===== src/rtl/extbus_arbiter_if.sv =====
// Request/completion and external-bus pin bundle between the two internal
// requesters, the arbiter, and the board-level latch/SRAM.
`timescale 1ns/1ps
interface extbus_arbiter_if;
  logic        req0_valid;
  logic        req0_we;
  logic [15:0] req0_addr;
  logic [15:0] req0_wdata;
  logic        req1_valid;
  logic        req1_we;
  logic [15:0] req1_addr;
  logic [15:0] req1_wdata;
  logic        done0;
  logic        done1;
  logic [15:0] rd_data;
  logic [15:0] db_out;
  logic [15:0] db_in;
  logic        db_oeb;
  logic        ALE;
  logic        BDIR;
  logic        OEB;
  logic        WEB;

  modport master (
    output req0_valid, req0_we, req0_addr, req0_wdata,
    output req1_valid, req1_we, req1_addr, req1_wdata,
    output db_in,
    input  done0, done1, rd_data,
    input  db_out, db_oeb, ALE, BDIR, OEB, WEB
  );

  modport slave (
    input  req0_valid, req0_we, req0_addr, req0_wdata,
    input  req1_valid, req1_we, req1_addr, req1_wdata,
    input  db_in,
    output done0, done1, rd_data,
    output db_out, db_oeb, ALE, BDIR, OEB, WEB
  );
endinterface


===== src/rtl/extbus_arbiter.sv =====
// Round-robin two-port arbiter and address/data cycle sequencer for the shared
// multiplexed 16-bit external bus; every bus pin comes straight from a flop.
`timescale 1ns/1ps
module extbus_arbiter #(
  parameter int unsigned WAIT_STATES = 1
) (
  input  logic            wb_clk_i,
  input  logic            rst,
  input  logic            hold,
  extbus_arbiter_if.slave bus
);
  localparam logic [2:0] WAIT_LOAD = 3'(WAIT_STATES);

  typedef enum logic [1:0] {S_IDLE, S_ADDR, S_DATA, S_END} state_e;

  state_e      state_q, state_d;
  logic        last_q, last_d;
  logic        port_q, port_d;
  logic        we_q, we_d;
  logic [15:0] wdata_q, wdata_d;
  logic [2:0]  cnt_q, cnt_d;
  logic        ale_q, ale_d;
  logic        bdir_q, bdir_d;
  logic        oeb_q, oeb_d;
  logic        web_q, web_d;
  logic        dboeb_q, dboeb_d;
  logic [15:0] dbout_q, dbout_d;
  logic [15:0] rddata_q, rddata_d;
  logic        done0_q, done0_d;
  logic        done1_q, done1_d;
  logic        grant;
  logic        data_phase;

  always_comb begin
    state_d    = state_q;
    last_d     = last_q;
    port_d     = port_q;
    we_d       = we_q;
    wdata_d    = wdata_q;
    cnt_d      = cnt_q;
    ale_d      = 1'b0;
    bdir_d     = 1'b0;
    oeb_d      = 1'b1;
    web_d      = 1'b1;
    dboeb_d    = 1'b1;
    dbout_d    = dbout_q;
    rddata_d   = rddata_q;
    done0_d    = 1'b0;
    done1_d    = 1'b0;
    data_phase = 1'b0;
    // On a tie the port not served last wins; otherwise the lone requester.
    grant = (bus.req0_valid && bus.req1_valid) ? ~last_q : bus.req1_valid;

    unique case (state_q)
      S_IDLE: begin
        if (!hold && (bus.req0_valid || bus.req1_valid)) begin
          port_d  = grant;
          last_d  = grant;
          we_d    = grant ? bus.req1_we    : bus.req0_we;
          wdata_d = grant ? bus.req1_wdata : bus.req0_wdata;
          dbout_d = grant ? bus.req1_addr  : bus.req0_addr;
          ale_d   = 1'b1;
          dboeb_d = 1'b0;
          state_d = S_ADDR;
        end
      end
      S_ADDR: begin
        cnt_d      = WAIT_LOAD;
        data_phase = 1'b1;
        state_d    = S_DATA;
      end
      S_DATA: begin
        if (cnt_q == 3'd0) begin
          if (!we_q) rddata_d = bus.db_in;
          // Writes keep driving wdata through END so it is stable across WEB rise.
          dboeb_d = ~we_q;
          done0_d = ~port_q;
          done1_d = port_q;
          state_d = S_END;
        end else begin
          cnt_d      = cnt_q - 3'd1;
          data_phase = 1'b1;
        end
      end
      S_END: begin
        state_d = S_IDLE;
      end
      default: begin
        state_d = S_IDLE;
      end
    endcase

    if (data_phase) begin
      bdir_d  = ~we_q;
      oeb_d   = we_q;
      web_d   = ~we_q;
      dboeb_d = ~we_q;
      if (we_q) dbout_d = wdata_q;
    end
  end

  always_ff @(posedge wb_clk_i) begin
    if (rst) begin
      state_q  <= S_IDLE;
      last_q   <= 1'b1;
      port_q   <= 1'b0;
      we_q     <= 1'b0;
      wdata_q  <= 16'h0000;
      cnt_q    <= 3'd0;
      ale_q    <= 1'b0;
      bdir_q   <= 1'b0;
      oeb_q    <= 1'b1;
      web_q    <= 1'b1;
      dboeb_q  <= 1'b1;
      dbout_q  <= 16'h0000;
      rddata_q <= 16'h0000;
      done0_q  <= 1'b0;
      done1_q  <= 1'b0;
    end else begin
      state_q  <= state_d;
      last_q   <= last_d;
      port_q   <= port_d;
      we_q     <= we_d;
      wdata_q  <= wdata_d;
      cnt_q    <= cnt_d;
      ale_q    <= ale_d;
      bdir_q   <= bdir_d;
      oeb_q    <= oeb_d;
      web_q    <= web_d;
      dboeb_q  <= dboeb_d;
      dbout_q  <= dbout_d;
      rddata_q <= rddata_d;
      done0_q  <= done0_d;
      done1_q  <= done1_d;
    end
  end

  assign bus.ALE     = ale_q;
  assign bus.BDIR    = bdir_q;
  assign bus.OEB     = oeb_q;
  assign bus.WEB     = web_q;
  assign bus.db_oeb  = dboeb_q;
  assign bus.db_out  = dbout_q;
  assign bus.rd_data = rddata_q;
  assign bus.done0   = done0_q;
  assign bus.done1   = done1_q;
endmodule


===== src/flat_wrapper.sv =====
// flat-port wrapper written by rule: the top's interface ports become plain ports
module extbus_arbiter_flat 
#(
  parameter int unsigned WAIT_STATES = 1
)
  (wb_clk_i, rst, hold, bus_req0_valid, bus_req0_we, bus_req0_addr, bus_req0_wdata, bus_req1_valid, bus_req1_we, bus_req1_addr, bus_req1_wdata, bus_db_in, bus_done0, bus_done1, bus_rd_data, bus_db_out, bus_db_oeb, bus_ALE, bus_BDIR, bus_OEB, bus_WEB);
  extbus_arbiter_if bus_i ();
  input  logic wb_clk_i;
  input  logic rst;
  input  logic hold;
  input wire logic [$bits(bus_i.req0_valid)-1:0] bus_req0_valid;
  input wire logic [$bits(bus_i.req0_we)-1:0] bus_req0_we;
  input wire logic [$bits(bus_i.req0_addr)-1:0] bus_req0_addr;
  input wire logic [$bits(bus_i.req0_wdata)-1:0] bus_req0_wdata;
  input wire logic [$bits(bus_i.req1_valid)-1:0] bus_req1_valid;
  input wire logic [$bits(bus_i.req1_we)-1:0] bus_req1_we;
  input wire logic [$bits(bus_i.req1_addr)-1:0] bus_req1_addr;
  input wire logic [$bits(bus_i.req1_wdata)-1:0] bus_req1_wdata;
  input wire logic [$bits(bus_i.db_in)-1:0] bus_db_in;
  output wire logic [$bits(bus_i.done0)-1:0] bus_done0;
  output wire logic [$bits(bus_i.done1)-1:0] bus_done1;
  output wire logic [$bits(bus_i.rd_data)-1:0] bus_rd_data;
  output wire logic [$bits(bus_i.db_out)-1:0] bus_db_out;
  output wire logic [$bits(bus_i.db_oeb)-1:0] bus_db_oeb;
  output wire logic [$bits(bus_i.ALE)-1:0] bus_ALE;
  output wire logic [$bits(bus_i.BDIR)-1:0] bus_BDIR;
  output wire logic [$bits(bus_i.OEB)-1:0] bus_OEB;
  output wire logic [$bits(bus_i.WEB)-1:0] bus_WEB;
  assign bus_i.req0_valid = bus_req0_valid;
  assign bus_i.req0_we = bus_req0_we;
  assign bus_i.req0_addr = bus_req0_addr;
  assign bus_i.req0_wdata = bus_req0_wdata;
  assign bus_i.req1_valid = bus_req1_valid;
  assign bus_i.req1_we = bus_req1_we;
  assign bus_i.req1_addr = bus_req1_addr;
  assign bus_i.req1_wdata = bus_req1_wdata;
  assign bus_i.db_in = bus_db_in;
  assign bus_done0 = bus_i.done0;
  assign bus_done1 = bus_i.done1;
  assign bus_rd_data = bus_i.rd_data;
  assign bus_db_out = bus_i.db_out;
  assign bus_db_oeb = bus_i.db_oeb;
  assign bus_ALE = bus_i.ALE;
  assign bus_BDIR = bus_i.BDIR;
  assign bus_OEB = bus_i.OEB;
  assign bus_WEB = bus_i.WEB;
  extbus_arbiter #(.WAIT_STATES(WAIT_STATES)) u_core (.wb_clk_i(wb_clk_i), .rst(rst), .hold(hold), .bus(bus_i));
endmodule

===== config.mk =====
export PLATFORM = sky130hd
export DESIGN_NAME = extbus_arbiter_flat
export DESIGN_NICKNAME = d
export VERILOG_FILES = /design/src/rtl/extbus_arbiter_if.sv /design/src/rtl/extbus_arbiter.sv /design/src/flat_wrapper.sv
export SDC_FILE = /design/constraint.sdc
export NUM_CORES = 1
export LEC_CHECK = 0
export ABC_AREA = 1
export BUFFER_PORTS_ARGS = -buffer_cell sky130_fd_sc_hd__buf_4
export CORE_UTILIZATION = 43
export CTS_CLUSTER_DIAMETER = 150
export CTS_CLUSTER_SIZE = 20
export DETAILED_ROUTE_END_ITERATION = 6
export PLACE_DENSITY = 0.76
export SYNTH_ARGS = -nofsm -noshare
export SYNTH_HDL_FRONTEND = slang
export SYNTH_SLANG_ARGS = --single-unit

===== constraint.sdc =====
create_clock -name wb_clk_i -period 1.25 [get_ports wb_clk_i]
set_input_delay 0.125 -clock wb_clk_i [delete_from_list [all_inputs] [get_ports wb_clk_i]]
set_output_delay 0.125 -clock wb_clk_i [all_outputs]
set_load 0.1 [all_outputs]

==> Yosys cells after proc, flatten, opt, wreduce, memory -nomap -nowiden <==
Index checks and enable logic that the tools add are counted.
Widths: inputs -> output; s select.
{ "classes": {"reduce_logical": 14, "n_eq_ne": 6, "bitwise_logic": 7, "muxes": 20, "addsub": 1} }
{ "op_table": {"columns": ["cell", "count"], "rows": [
  ["$mux 16", 6],
  ["$pmux 2 s4", 1],
  ["$mux 1", 7],
  ["$not 1->1", 7],
  ["$pmux 3 s2", 1],
  ["$reduce_and 2->1", 3],
  ["$eq 2x2->1 const B", 2],
  ["$mux 2", 2],
  ["$ne 2x1->1 const B", 2],
  ["$pmux 1 s2", 2],
  ["$reduce_or 2->1", 2],
  ["$logic_not 3->1", 1],
  ["$mux 3", 1],
  ["$reduce_and 3->1", 1],
  ["$reduce_or 3->1", 1],
  ["$sub 3x1->3 const B", 1],
  ["$eq 2x1->1 const B", 1],
  ["$logic_and 1x1->1", 2],
  ["$logic_not 2->1", 1],
  ["$ne 2x2->1 const B", 1],
  ["$reduce_bool 2->1", 1],
  ["$logic_not 1->1", 1],
  ["$logic_or 1x1->1", 1]
]} }
{ "word_totals": {"register_bits": 63, "word_cells": 63, "output_inout_bits": 39, "in_bits": 87} }

==> Longest topological paths before layout <==
Gate-level depths: netlist of run 1.
{ "logic_depth": {"depth_word": 7, "mapped_depth": 11, "ltp_nobuf": 10} }

==> Worst setup path before layout of run 1 <==
No wires, ideal clock.
{ "synth_path": {"path_type": "flip-flop to flip-flop", "from": "register u_core.state_q[0]", "to": "register u_core.dbout_q[10] (netlist: u_core.bus.db_out[10])", "n_path_buf": 1, "path_slack_ns": -0.156, "t_required_ns": 1.138, "t_arrival_ns": 1.294, "stages_incl_launch_ff": 11, "period_less_slack_ns": 1.406, "setup_time_ns": 0.112, "cell_sequence": "dfxtp_1 inv_1 ha_1 nand2_4 nand2_4 nand3_4 nand2_2 inv_2 buf_4 nand2_1 nand2_1"} }
{ "synth_via": {"elab_chain_cells": 4, "elab_cells_between_ends": 7, "classes_between": "eq/ne: 2; mux: 4; reduce/logical: 1"} }
{ "synth_lines": {"columns": ["item", "line", "rtl"], "rows": [
  ["from (decl)", "extbus_arbiter.sv:16", "state_e state_q, state_d;"],
  ["from (signal assigned)", "extbus_arbiter.sv:120", "state_q <= state_d;"],
  ["$logic_not 2->1", "extbus_arbiter.sv:54", "unique case (state_q)"],
  ["$mux 16", "extbus_arbiter.sv:54", null],
  ["$mux 16", "extbus_arbiter.sv:98", "if (we_q) dbout_d = wdata_q;"],
  ["$mux 16 *", "extbus_arbiter.sv:93", "if (data_phase) begin"],
  ["to (signal assigned)", "extbus_arbiter.sv:131", "dbout_q <= dbout_d;"],
  ["to (decl)", "extbus_arbiter.sv:27", "logic [15:0] dbout_q, dbout_d;"]
]} }
Every way passes the cells marked *; elsewhere a longest branch is shown, timed or not.
A chain may end at the register's enable or synchronous reset.

==> Final worst setup path of run 1 <==
{ "layout_path": {"from": "register u_core.state_q[1]", "to": "register u_core.dbout_q[14] (netlist: u_core.bus.db_out[14])"} }
The elaborated chain is that of the path after synthesis.

==> impl_metrics.yaml, run 1 <==
timing:
  period_needed_ns: 1.42
  worst_slack_ns: -0.172
  relSlewSlack_pct: 77.8
  setup_violations: 58
  slew_viol_final: 0
  finalCritPeriodShare_pct: 114
  fmax_mhz: 703
  finalHoldViolations: 0
  worst_pin_slew_ns: 0.332
  hold_ws_ns: 0.00261
  fin_worst_skew_ns: 0.0105
  rsz0062_at_grt: "true"
die:
  die_x_microns: 86.3
  die-area_sq_um: 7460
  rows: 30
  initial_core_util_pct: 44.8
  io_pins: 126
  die_height_microns: 86.3
  core_area_sq_um: 6830
global_routing:
  grt_pass1_wl_microns: 13800
  grt-ovfl-total: 0
  grt_pass1_vias: 3102
  track_usage_pct: 23.3
  grt_max_degree: 24
  antenna_found_initial: 0
clocking:
  cts_buffers: 9
  clkTransAtPathRegs_ns: 0.07
  htreeDepth: 3
  cts_tree: "yes"
  cts_root_buf: "clkbuf_8"
  cts_buffer_depth: 2
  cts_sinks: 63
  worstSkewPairLatency_ns: 0.34
drt:
  drc: 0
  vias_per_cell: 4.68
  ant_nets: 0
  vias: 3389
  wl_per_cell_microns: 13.3
  first_pass_iters: 4
  wl_microns: 9610
  dr.first_iter.drc_count: 145
final_layout:
  fin_nets: 716
  regArea_sq_um: 1290
  final_cell_mix: "nand2_1 (187), buf_4 (143), dfxtp_1 (40)"
  antennaDiodeCount: 0
  multi_input_area_sq_um: 1790
  fillers: 505
  area_growth_pct: 63.8
  drive_gt1_share_pct: 44.3
  final_common_cell: "nand2_1"
synth:
  synth_cell_types: 26
  ys_ff_latch: 63
  syn_nets: 558
  syn_area_per_cell_sq_um: 6.58
  netlist_instances: 465
  netlist_area_sq_um: 3060
  synth_warnings: 0
  yosysSeqAreaShare_pct: 41.2
setup_path:
  start_kind: "register"
  endpoint_kind: "register"
  cp_slowest_cell: "dfxtp_4"
  cp_slowest_stage_delay_ns: 0.37
  path_max_fanout: 8
  critical_path.most_common_cell: "nand2_1"
  worstPathArrival_ns: 1.66
  path_cells: "inv_4 -> ha_4 -> inv_4 -> nor2_8 -> inv_6 -> buf_8 -> nand2_1 -> nand2_1 -> nand2_1 -> nand2_1"
  cp.required_ns: 1.49
  critical_path_class: "register to register"
placed_design:
  hpwl_microns: 5760
  io_buffer_count: 125
  gp_congestion: 0.857
  pre_cts_ws_ns: -0.149
worst_hold_path:
  min_path_type: "input port to register"
flow_run:
  drv_cap: 0
power:
  ir_drop_uv: 2380
  power.leakage_nw: 2.59
  powerDensity_nw_per_um2: 2200
outcome:
  run_status: "complete, but fails checks"
  violations: "setup timing"
[area by class of cell]
type,count,area share (%)
inverters,49,4.22
clock inverters,5,1.60
multi-input cells,335,35.8
clock buffers,11,3.02
well taps,96,2.40
repair buffers,165,27.1
flip-flops and latches,63,25.8
[metal layers]
layer	routed length [microns]	track usage [%]
met5	0	0
met4	136	9.85
met3	646	6.19
met2	4920	40.6
met1	3900	27.0
[per-stage QoR]
step / instance area [sq um] / utilization, % / setup TNS (ns) / total power (W) / instances
CTS: 4690 / 68.7 / -2.59 / 0.0103 / 717
floorplan: 3140 / - / -0.332 / 0.00670 / 465
detailed placement: 4270 / 62.5 / -2.22 / 0.00804 / 687
finish: 5010 / 73.3 / -4.77 / 0.0110 / 724
global placement: 4270 / 62.5 / -1.13 / 0.00797 / 687
global route: 5010 / 73.3 / -8.49 / 0.0115 / 724
[where the power goes]
group | switching, W | internal [W]
Sequential | 0.000327 | 0.00254
Clock | 0.000816 | 0.00123
Combinational | 0.00417 | 0.00192
Total | 0.00532 | 0.00568
[Yosys cell counts (all sizes together)]
cell type / instances / area [sq um]
nand2: 213 / 830
dfxtp: 63 / 1260
inv: 49 / 186
nor2: 43 / 201
a21oi: 24 / 120
o21ai: 20 / 100
nand3: 19 / 108
buf: 17 / 105
ha: 6 / 75.1
clkbuf: 4 / 15.0
or2: 2 / 12.5
nand4: 1 / 6.26
nor3: 1 / 5.00
nor3b: 1 / 7.51
o211ai: 1 / 7.51
o21bai: 1 / 18.8
[state kept, by name (all words and copies together) (netlist names), 2 cells and up]
register	cells
u_core.state_q	2
u_core.cnt_q	3
u_core.bus.db_out	16
u_core.bus.rd_data	16
u_core.wdata_q	16
[worst max-delay path, delay by kind of cell (launching register included)]
family	cells	cell delay (ns)
buf+inv	4	0.36
fa+ha+maj	1	0.16
simple gates	5	0.44
flops	1	0.37
[kinds of logic after synthesis]
logic type                 after synthesis  synth area share, %
and+or+nand+nor                        280                 38.2
adders and majority gates                6                 2.45
DFF                                     63                 41.2
AOI/OAI and AO/OA                       46                 8.06
buffers and inverters                   70                 10.0
[what timing repair did]
action                     4_1_cts  5_1_grt
hold buffers                     6        0
pin swaps                       11       35
hold endpoints to repair         6        0
gates resized for setup         28       76
buffers inserted                 5        6
cloned                           3        2
setup endpoints to repair       33       61
[worst paths after layout]
path	end	from	slack, ns	depth (start not counted)
worst max-delay path	u_core.bus.db_out[14]$_SDFF_PP0_	u_core.state_q[1]$_SDFFE_PP0P_	-0.17	10
worst min-delay path	u_core.bus.rd_data[7]$_SDFFE_PP0P_	bus_db_in[7]	0.003	3
worst max register to register	u_core.bus.db_out[14]$_SDFF_PP0_	u_core.state_q[1]$_SDFFE_PP0P_	-0.17	10
worst min register to register	u_core.bus.db_out[2]$_SDFF_PP0_	u_core.wdata_q[2]$_SDFFE_PP0P_	0.43	2
No activity file was read; power rests on OpenSTA's default activity.
==> run 2, diff against run 1 <==
--- a/config.mk
+++ b/config.mk
@@ -5,13 +5,12 @@
 export SDC_FILE = /design/constraint.sdc
 export NUM_CORES = 1
 export LEC_CHECK = 0
-export ABC_AREA = 1
 export BUFFER_PORTS_ARGS = -buffer_cell sky130_fd_sc_hd__buf_4
-export CORE_UTILIZATION = 43
+export CORE_UTILIZATION = 42
 export CTS_CLUSTER_DIAMETER = 150
 export CTS_CLUSTER_SIZE = 20
 export DETAILED_ROUTE_END_ITERATION = 6
-export PLACE_DENSITY = 0.76
+export PLACE_DENSITY = 0.75
 export SYNTH_ARGS = -nofsm -noshare
 export SYNTH_HDL_FRONTEND = slang
 export SYNTH_SLANG_ARGS = --single-unit
==> impl_metrics.yaml, run 2 <==
die:
  die_x_microns: 83.8
  core_area_sq_um: 6390
  io_pins: 126
  initial_core_util_pct: 44.0
  die_height_microns: 83.8
  rows: 29
  die-area_sq_um: 7020
drt:
  first_pass_iters: 6
  drc: 0
  wl_per_cell_microns: 18.8
  wl_microns: 10700
  dr.first_iter.drc_count: 114
  vias: 3115
  ant_nets: 0
  vias_per_cell: 5.49
placed_design:
  gp_congestion: 0.805
  hpwl_microns: 5490
  pre_cts_ws_ns: -0.240
  place_area_sq_um: 4140
  placedCellCount: 525
  io_buffer_count: 125
final_layout:
  final_cell_mix: "buf_4 (157), dfxtp_1 (60), buf_6 (21)"
  design_area_sq_um: 5370
  fin_util_pct: 84.1
  final_common_cell: "buf_4"
  fin_nets: 578
  fin_cells: 567
  antennaDiodeCount: 0
  drive_gt1_share_pct: 67.8
  area_growth_pct: 91.4
synth:
  netlist_top_cells_count: "dfxtp_1 (63), nand2_1 (38), a211oi_1 (33)"
  yosys.cell_count.top_type: "dfxtp_1"
  synth_async_sr_flop_share_pct: 0
  ys_ff_latch: 63
  ys.flop_type: "dfxtp_1"
  netlist_instances: 308
  yosysSeqAreaShare_pct: 44.9
  synth_warnings: 0
  netlist_area_sq_um: 2810
  synth_cell_types: 40
  synthTopCellsByArea: "dfxtp_1 (45%), a211oi_1 (8.8%), mux2i_1 (6.8%)"
  syn_area_per_cell_sq_um: 9.12
  synth_edf_count: 0
  netlist.area_leader.share_pct: 44.9
  yosysTopAreaCell: "dfxtp_1"
  syn_nets: 401
setup_path:
  r2r_slack_ns: -0.47
  worstPathArrival_ns: 1.97
  path_max_fanout: 6
  cp.required_ns: 1.50
  r2r.worst_path.cells: 8
  endpoint: "u_core.bus.db_out[1]$_SDFF_PP0_"
  crit_path_start: "u_core.state_q[1]$_SDFFE_PP0P_"
  cp_num_cells: 8
  r2r-start: "u_core.state_q[1]$_SDFFE_PP0P_"
  path_buf_inv: 3
  cp_slowest_cell: "dfxtp_2"
  crit_family: "compound AO/OA/AOI/OAI gates"
  rr_endpoint: "u_core.bus.db_out[1]$_SDFF_PP0_"
  endpoint_kind: "register"
  critical_path.most_common_cell: "buf_6"
  cp_slowest_stage_delay_ns: 0.36
  start_kind: "register"
  critical_path_class: "register to register"
  path_cells: "inv_4 -> ha_4 -> a31o_1 -> a41oi_4 -> buf_6 -> buf_6 -> o21ai_2 -> o2bb2ai_1"
power:
  power.leakage_nw: 2.32
  powerDensity_nw_per_um2: 2090
  p_clk_share_pct: 19.6
  switching_share_pct: 44.3
  seq_power_share_pct: 24.8
  internal_power_w: 0.00625
  ir_drop_uv: 1400
  p_sw_w: 0.00497
  comb_power_share_pct: 55.6
global_routing:
  grt_pass1_vias: 3071
  grt_pass1_wl_microns: 15500
  grt-ovfl-total: 0
  grt_max_degree: 27
  antenna_found_initial: 0
  track_usage_pct: 28.4
timing:
  fmax_mhz: 583
  relSlewSlack_pct: 77.3
  fin_worst_skew_ns: 0.0110
  worst_pin_slew_ns: 0.339
  slew_viol_final: 0
  rsz0062_at_grt: "true"
  hold_ws_ns: 0.0252
  period_needed_ns: 1.72
  finalCritPeriodShare_pct: 137
  worst_slack_ns: -0.465
  setup_violations: 61
  finalHoldViolations: 0
clocking:
  clkTransAtPathRegs_ns: 0.07
  cts_tree: "yes"
  worstSkewPairLatency_ns: 0.35
  cts_buffer_depth: 2
  cts_root_buf: "clkbuf_8"
  cts_buffers: 9
  cts_hold_buf: 0
  htreeDepth: 3
  cts_sinks: 63
outcome:
  run_status: "complete, but fails checks"
  violations: "setup timing"
flow_run:
  drv_cap: 0
worst_hold_path:
  holdPathStages: 3
  min_path_type: "input port to register"
==> run 2: changes by cell type after synthesis, sizes merged, moves of 16 or more <==
cell and delta:
a211oi +33, inv -41, mux2i +19, nand2 -175
nand3 -19, nor2 -19, nor2b +16, o2bb2ai +16
==> run 2: worst register-to-register path: stages, from the launching register on <==
cell       delay (ns)
dfxtp_2          0.36
inv_4            0.06
ha_4             0.25
a31o_1           0.20
a41oi_4          0.23
buf_6            0.16
buf_6            0.10
o21ai_2          0.04
o2bb2ai_1        0.22
==> run 2: metrics by stage <==
stage	TNS (ns)	total power, W
after floorplan	-6.62	0.00580
after global placement	-7.52	0.00705
after detailed placement	-9.28	0.00714
after CTS	-11.50	0.0105
after global routing	-18.74	0.0116
final	-15.28	0.0112
==> run 2: worst min-delay path by stage <==
stage | slack (ns) | to | startpoint
finish | 0.03 | u_core.bus.rd_data[13]$_SDFFE_PP0P_ | bus_db_in[13]
global route | 0.02 | u_core.bus.rd_data[4]$_SDFFE_PP0P_ | bus_db_in[4]
CTS | 0.02 | u_core.bus.rd_data[7]$_SDFFE_PP0P_ | bus_db_in[7]
detailed placement | 0.39 | u_core.bus.rd_data[5]$_SDFFE_PP0P_ | bus_db_in[5]
global placement | 0.38 | u_core.bus.rd_data[15]$_SDFFE_PP0P_ | bus_db_in[15]
floorplan | 0.27 | u_core.bus.rd_data[0]$_SDFFE_PP0P_ | bus_db_in[0]
==> run 2: cell families after synthesis <==
| logic type | synth area share, % |
|---|---|
| mux | 6.77 |
| fa+ha+maj | 2.67 |
| compound gates | 23.7 |
| simple gates | 16.3 |
| flops | 44.9 |
| buf+inv | 5.70 |
==> run 2: layout make-up <==
| class | instances | area [sq um] |
|---|---|---|
| Sequential cell | 63 | 1270 |
| Timing Repair Buffer | 189 | 1660 |
| Multi-Input combinational cell | 214 | 2070 |
| Tap cell | 77 | 96.3 |
| Fill cell | 324 | 1010 |
| Clock buffer | 10 | 138 |
| Inverter | 8 | 35.0 |
| Clock inverter | 6 | 108 |
==> run 2: per-layer routing <==
layer / track usage (%) / wire, microns / part of all wire (%)
met3: 5.74 / 654 / 6.1
met4: 15.7 / 460 / 4.3
met1: 31.7 / 3980 / 37
met2: 50.4 / 5570 / 52
met5: 0 / 0 / 0
==> run 2: timing repair <==
| action | 4_1_cts | 5_1_grt |
|---|---|---|
| endpoints found under the hold margin | 0 | 0 |
| resized for setup | 109 | 88 |
| setup buffers | 10 | 11 |
| pin swaps | 41 | 42 |
| endpoints found under the setup margin | 61 | 63 |
| gates cloned | 8 | 1 |
==> run 2: power groups by stage <==
stage | registers, W | logic, W | clock network (W)
after floorplan | 0.00428 | 0.00151 | 0
after global placement | 0.00267 | 0.00438 | 0
after detailed placement | 0.00269 | 0.00445 | 0
after CTS | 0.00272 | 0.00559 | 0.00217
after global routing | 0.00281 | 0.00649 | 0.00232
final | 0.00278 | 0.00624 | 0.00219
